### config.mk
export PLATFORM = sky130hd
export DESIGN_NAME = pipeline_hazard_ctrl
export DESIGN_NICKNAME = d
export VERILOG_FILES = /design/src/rtl/pipeline_hazard_ctrl.sv
export SDC_FILE = /design/constraint.sdc
export NUM_CORES = 1
export LEC_CHECK = 0
export BUFFER_PORTS_ARGS = -buffer_cell sky130_fd_sc_hd__buf_2
export CAP_MARGIN = 10
export CORE_UTILIZATION = 37
export CTS_BUF_LIST = sky130_fd_sc_hd__clkbuf_8 sky130_fd_sc_hd__clkbuf_16
export DETAILED_ROUTE_END_ITERATION = 16
export PLACE_DENSITY = 0.75
export SETUP_SLACK_MARGIN = 0.3
export SLEW_MARGIN = 15
export SYNTH_ARGS = -nofsm -noshare
export SYNTH_HDL_FRONTEND = slang
export SYNTH_SLANG_ARGS = --single-unit
### constraint.sdc
create_clock -name clk -period 2.8 [get_ports clk]
set_clock_uncertainty 0.05 [all_clocks]
set_input_delay 0.84 -clock clk [delete_from_list [all_inputs] [get_ports clk]]
set_output_delay 0.84 -clock clk [all_outputs]
set_load 0.03 [all_outputs]
### src/rtl/pipeline_hazard_ctrl.sv
// pipeline_hazard_ctrl: central hazard controller for the 5-stage RV64 pipeline.
// Produces EX/ID forwarding selects, load-use and branch-operand stalls,
// taken-branch flush, and a whole-pipe freeze while a data memory access waits.
// Optional macro HAZARD_PERF_CNT_EN adds saturating stall/flush/freeze counters.
module pipeline_hazard_ctrl #(
  parameter int unsigned REGW         = 5,
  parameter int unsigned MEM_WAIT_MAX = 15,
  parameter int unsigned CNT_W        = 32
) (
  input  logic            clk,
  input  logic            rst,
  input  logic [REGW-1:0] id_rs1,
  input  logic [REGW-1:0] id_rs2,
  input  logic            id_use_rs1,
  input  logic            id_use_rs2,
  input  logic            id_is_branch,
  input  logic            branch_taken,
  input  logic [REGW-1:0] ex_rs1,
  input  logic [REGW-1:0] ex_rs2,
  input  logic [REGW-1:0] ex_rd,
  input  logic            ex_reg_write,
  input  logic            ex_mem_read,
  input  logic [REGW-1:0] mem_rd,
  input  logic            mem_reg_write,
  input  logic            mem_mem_read,
  input  logic [REGW-1:0] wb_rd,
  input  logic            wb_reg_write,
  input  logic            dmem_req,
  input  logic            dmem_ready,
  output logic            pc_en,
  output logic            ifid_en,
  output logic            ifid_flush,
  output logic            idex_bubble,
  output logic            exmem_en,
  output logic            memwb_bubble,
  output logic [1:0]      fwd_a,
  output logic [1:0]      fwd_b,
  output logic            fwd_id_a,
  output logic            fwd_id_b,
  output logic            mem_timeout
`ifdef HAZARD_PERF_CNT_EN
  ,
  output logic [CNT_W-1:0] stall_cnt,
  output logic [CNT_W-1:0] flush_cnt,
  output logic [CNT_W-1:0] freeze_cnt
`endif
);

  localparam int unsigned WCNT_W = $clog2(MEM_WAIT_MAX + 1);

  // Elaboration-time guard on the counter width
  if (CNT_W == 0) begin : g_cnt_w_invalid
    $error("CNT_W must be nonzero");
  end

  typedef enum logic {
    ST_RUN  = 1'b0,
    ST_WAIT = 1'b1
  } state_t;

  state_t            state_q;
  state_t            state_d;
  logic [WCNT_W-1:0] wait_cnt_q;
  logic [WCNT_W-1:0] wait_cnt_d;
  logic              timeout_set;

  logic              load_use;
  logic              br_stall;
  logic              stall;
  logic              freeze;
  logic              flush;

  // x0 is hard-wired zero and never matches a producer
  function automatic logic match(input logic [REGW-1:0] r, input logic [REGW-1:0] s);
    return (r != '0) && (r == s);
  endfunction

  // EX operand forwarding; EX/MEM result is newer than MEM/WB so it wins
  always_comb begin
    fwd_a = 2'b00;
    fwd_b = 2'b00;
    if (mem_reg_write && match(mem_rd, ex_rs1)) begin
      fwd_a = 2'b01;
    end else if (wb_reg_write && match(wb_rd, ex_rs1)) begin
      fwd_a = 2'b10;
    end
    if (mem_reg_write && match(mem_rd, ex_rs2)) begin
      fwd_b = 2'b01;
    end else if (wb_reg_write && match(wb_rd, ex_rs2)) begin
      fwd_b = 2'b10;
    end
  end

  // ID comparator forwarding from the EX/MEM ALU result (loads not yet available)
  always_comb begin
    fwd_id_a = mem_reg_write && !mem_mem_read && match(mem_rd, id_rs1);
    fwd_id_b = mem_reg_write && !mem_mem_read && match(mem_rd, id_rs2);
  end

  // Load-use and branch-operand hazard detection
  always_comb begin
    load_use = ex_mem_read && ex_reg_write &&
               ((id_use_rs1 && match(ex_rd, id_rs1)) ||
                (id_use_rs2 && match(ex_rd, id_rs2)));
    br_stall = id_is_branch &&
               ((id_use_rs1 && ((ex_reg_write && match(ex_rd, id_rs1)) ||
                                (mem_mem_read && mem_reg_write && match(mem_rd, id_rs1)))) ||
                (id_use_rs2 && ((ex_reg_write && match(ex_rd, id_rs2)) ||
                                (mem_mem_read && mem_reg_write && match(mem_rd, id_rs2)))));
    stall    = load_use || br_stall;
    freeze   = ((state_q == ST_RUN) && dmem_req && !dmem_ready) ||
               ((state_q == ST_WAIT) && !dmem_ready);
    flush    = branch_taken && !stall && !freeze;
  end

  // Memory-wait FSM state, wait counter and sticky timeout
  always_ff @(posedge clk or negedge rst) begin
    if (!rst) begin
      state_q     <= ST_RUN;
      wait_cnt_q  <= '0;
      mem_timeout <= 1'b0;
    end else begin
      state_q     <= state_d;
      wait_cnt_q  <= wait_cnt_d;
      mem_timeout <= mem_timeout || timeout_set;
    end
  end

  // Memory-wait FSM next state; a timed-out access is abandoned back to RUN
  always_comb begin
    state_d     = state_q;
    wait_cnt_d  = wait_cnt_q;
    timeout_set = 1'b0;
    case (state_q)
      ST_RUN: begin
        if (dmem_req && !dmem_ready) begin
          state_d    = ST_WAIT;
          wait_cnt_d = WCNT_W'(1);
        end
      end
      ST_WAIT: begin
        if (dmem_ready) begin
          state_d    = ST_RUN;
          wait_cnt_d = '0;
        end else if (wait_cnt_q == WCNT_W'(MEM_WAIT_MAX)) begin
          state_d     = ST_RUN;
          wait_cnt_d  = '0;
          timeout_set = 1'b1;
        end else begin
          wait_cnt_d = wait_cnt_q + WCNT_W'(1);
        end
      end
      default: begin
        state_d    = ST_RUN;
        wait_cnt_d = '0;
      end
    endcase
  end

  // Stage enables/bubbles with priority freeze > stall > flush
  always_comb begin
    pc_en        = 1'b1;
    ifid_en      = 1'b1;
    ifid_flush   = 1'b0;
    idex_bubble  = 1'b0;
    exmem_en     = 1'b1;
    memwb_bubble = 1'b0;
    if (freeze) begin
      pc_en        = 1'b0;
      ifid_en      = 1'b0;
      exmem_en     = 1'b0;
      memwb_bubble = 1'b1;
    end else if (stall) begin
      pc_en       = 1'b0;
      ifid_en     = 1'b0;
      idex_bubble = 1'b1;
    end else if (flush) begin
      ifid_flush = 1'b1;
    end
  end

`ifdef HAZARD_PERF_CNT_EN
  // Saturating per-cycle event counters; a stall hidden by a freeze is not counted
  always_ff @(posedge clk or negedge rst) begin
    if (!rst) begin
      stall_cnt  <= '0;
      flush_cnt  <= '0;
      freeze_cnt <= '0;
    end else begin
      if (stall && !freeze && (stall_cnt != '1)) begin
        stall_cnt <= stall_cnt + CNT_W'(1);
      end
      if (flush && (flush_cnt != '1)) begin
        flush_cnt <= flush_cnt + CNT_W'(1);
      end
      if (freeze && (freeze_cnt != '1)) begin
        freeze_cnt <= freeze_cnt + CNT_W'(1);
      end
    end
  end
`endif

endmodule

==> impl_metrics.toml <==
[outcome]
status = "finished, violations left"
violations = "negative setup slack"

[die]
rows = 17
die_w_um = 51.3
floorplan.core_area_sq_mm = 0.00225
die-area_sq_mm = 0.00263
io_pins = 61
die_y_um = 51.3
start_util_pct = 39.9

[timing]
fmax_ghz = 0.314
setup_tns_ps = -2740
relSlewSlack_pct = 77.9
layout_setup_ws_ps = -380
setup_viol = 10
rsz0062_at_grt = "true"
post-route-period-util_pct = 114
min_period_ps = 3180
final-max-slew-violation-count = 0
hold_ws_ps = 379
tightest_slew_ps = 329
finalHoldViolCount = 0

[detailed_routing]
wl_met2_um = 1920
wl_um = 3530
routed.top_layer = "met4"
drc_errors = 0
vias = 1174
drt-vias-per-instance = 5.29
wl_per_cell_um = 15.9
drtIter0Drc = 20
drt_first_pass_iters = 4
ant_nets = 0
routed-wl-met3_um = 131
wl_met1_um = 1360

[setup_path]
crit_top_cell = "buf_4"
crit_fanout = 2
required_ps = 1910
critPathMaxStageDelay_ps = 310
start_kind = "input pin"
crit_path_end_kind = "primary output"
worst-r2r-cell-count = 5
cp_cell_sequence = "buf_8, buf_6, xor2_1, nor4_1, nand3_1, a211oi_2, buf_4, nor3_2, buf_4"
path_class = "input pin to primary output"
timing.rr.start = "wait_cnt_q[0]"
cp_slowest_cell = "a211oi_2"
critPathArrivalTime_ps = 2290
critPathLaunch = "id_rs1[2]"

[synthesis]
synth_area_sq_um = 900
yosys.area_share.simple_pct = 24.3
syn_inst = 110
muxShareOfSynthArea_pct = 0
ys_types = 30
yosysTopAreaCellShare_pct = 25.3
ys_warn_count = 0
synthTopCellsByArea = "xor2_1 25%, dfrtp_1 17%, xnor2_1 15%"
synth.yosys.seq_area_share_pct = 16.7
syn_nets = 159
synthAdderAreaFrac_pct = 1.39
synth_xor_area_share_pct = 39.9
synth_top_family_by_area = "XOR/XNOR gates"
synth-compound-area-share_pct = 12.2
yosysTopAreaCell = "xor2_1"
synth-seq-cells = 6
avgSynthCellArea_sq_um = 8.18

[global_route]
grt_pass1_vias = 1154
grt_pass1_wl_um = 4750
grtUsageTotal_pct = 24.2
grt_overflow = 0
grt_max_degree = 9
grt_antenna_before_repair = 0

[cts]
cts_tree = "done"
cts-root-buf = "clkbuf_8"
numCtsBuffers = 3
htreeDepth = 1
clk_latency_ps = 230
clk_pin_slew_ps = 40
clock-sinks = 6
cts_buffer_depth = 2

[cells_and_area]
final_util_pct = 76.8
fin_cells = 222
nNetsFinal = 245
syn_to_final_growth_pct = 92.5
fillCellCount = 146
drive_above_1_share_pct = 58.2
antenna_cells = 0

[placed_design]
dpl_worst_slack_ps = -417
dp_cells = 216
hpwl_um = 2480
gp_congestion = 0.847
portBuffers = 60

[min_path]
hp-class = "input pin to asynchronous set/reset pin"

[run]
cap_violations = 0

[power]
vdd_drop_max_v = 0.000284
leakage_uw = 0.000793
power_density_mw_per_mm2 = 276
[layer usage]
| metal | global-route usage (%) | vias up |
|---|---|---|
| met5 | 0 | - |
| met4 | 11.7 | 0 |
| met3 | 2.08 | 14 |
| met2 | 46.9 | 46 |
| met1 | 25.7 | 560 |
| li1 | - | 554 |
[cell usage in the layout (no fill, tap or decap), drive strengths merged]
master / Yosys / layout
o22ai: 1 / 1
o21a: 1 / 1
o21bai: 1 / 1
a21oi: 1 / 1
nor2: 3 / 3
or4: 4 / 4
o21ai: 5 / 5
nand3: 10 / 10
nand2: 4 / 4
nor3: 8 / 8
a22o: 2 / 2
xnor2: 15 / 15
a31oi: 1 / 1
ha: 1 / 1
inv: 3 / 3
xor2: 26 / 26
nor4: 5 / 5
nand4: 2 / 2
buf: 4 / 87
nor2b: 2 / 2
a41oi: 1 / 1
dfrtp: 6 / 6
a211oi: 2 / 2
clkbuf: 2 / 3
[final timing paths]
kind                            slack, ps            end
max in group asynchronous            2180  wait_cnt_q[1]
worst max-delay path                 -380     ifid_flush
worst min-delay path                  380  wait_cnt_q[3]
min in group clk                      420    mem_timeout
worst min register to register        420    mem_timeout
worst max register to register       1520  wait_cnt_q[3]
[through the flow]
stage	area, sq um	power (uW)
detailed placement	1440	302
finish	1730	479
global placement	1440	293
floorplan	975	211
CTS	1620	459
global route	1730	500
[registers in the layout, indices dropped and copies added (netlist names)]
signal / flops
mem_timeout: 1
wait_cnt_q: 4
state_q: 1
[report_power, final]
part           switching (uW)  internal [uW]
clock                    40.6           92.7
sequential               7.16           93.8
combinational             123            122
[synth_stat cells]
master	count
buf_4	1
o21ai_0	4
o21ai_4	1
o22ai_1	1
ha_1	1
nor4_1	3
nor3_1	8
or4_1	3
nand2_1	4
buf_6	1
or4_4	1
nor2b_1	2
o21bai_1	1
clkbuf_1	1
nand4_1	2
dfrtp_1	6
a41oi_1	1
a21oi_1	1
inv_1	3
nand3_1	10
clkbuf_2	1
xor2_1	26
o21a_1	1
a211oi_1	2
buf_2	2
a31oi_1	1
a22o_1	2
nor4_2	2
xnor2_1	15
nor2_1	3
[cell type report]
class	instances	area, sq um	share of cell area [%]
multi-input combinational	95	855	49.3
clock buffer	3	41.3	2.38
timing repair buffer	87	639	36.9
inverter	3	11.3	0.650
sequential	6	150	8.67
tap	28	35.0	2.02
[cell families (layout without fill, tap and decap cells)]
family,after synthesis,after routing
DFF,6,6
xor gates and xnor gates,41,41
adders and majority gates,1,1
AOI/OAI and AO/OA,15,15
and+or+nand+nor,38,38
buffers and inverters,9,93
[worst max-delay path, delay by kind of cell]
kind	cells	cell delay [ps]
buffers and inverters	4	570
and+or+nand+nor	3	420
AOI/OAI and AO/OA	1	310
xor gates and xnor gates	1	150
[what timing repair did]
action                                  4_1_cts  5_1_grt
resized for setup                            33       23
setup buffers                                 1        2
endpoints found under the hold margin         0        0
gates cloned                                  0        0
endpoints found under the setup margin       10       11
hold buffers                                  0        0
pin swaps                                     9       11
Note: power is estimated with default switching activity, not from simulation.
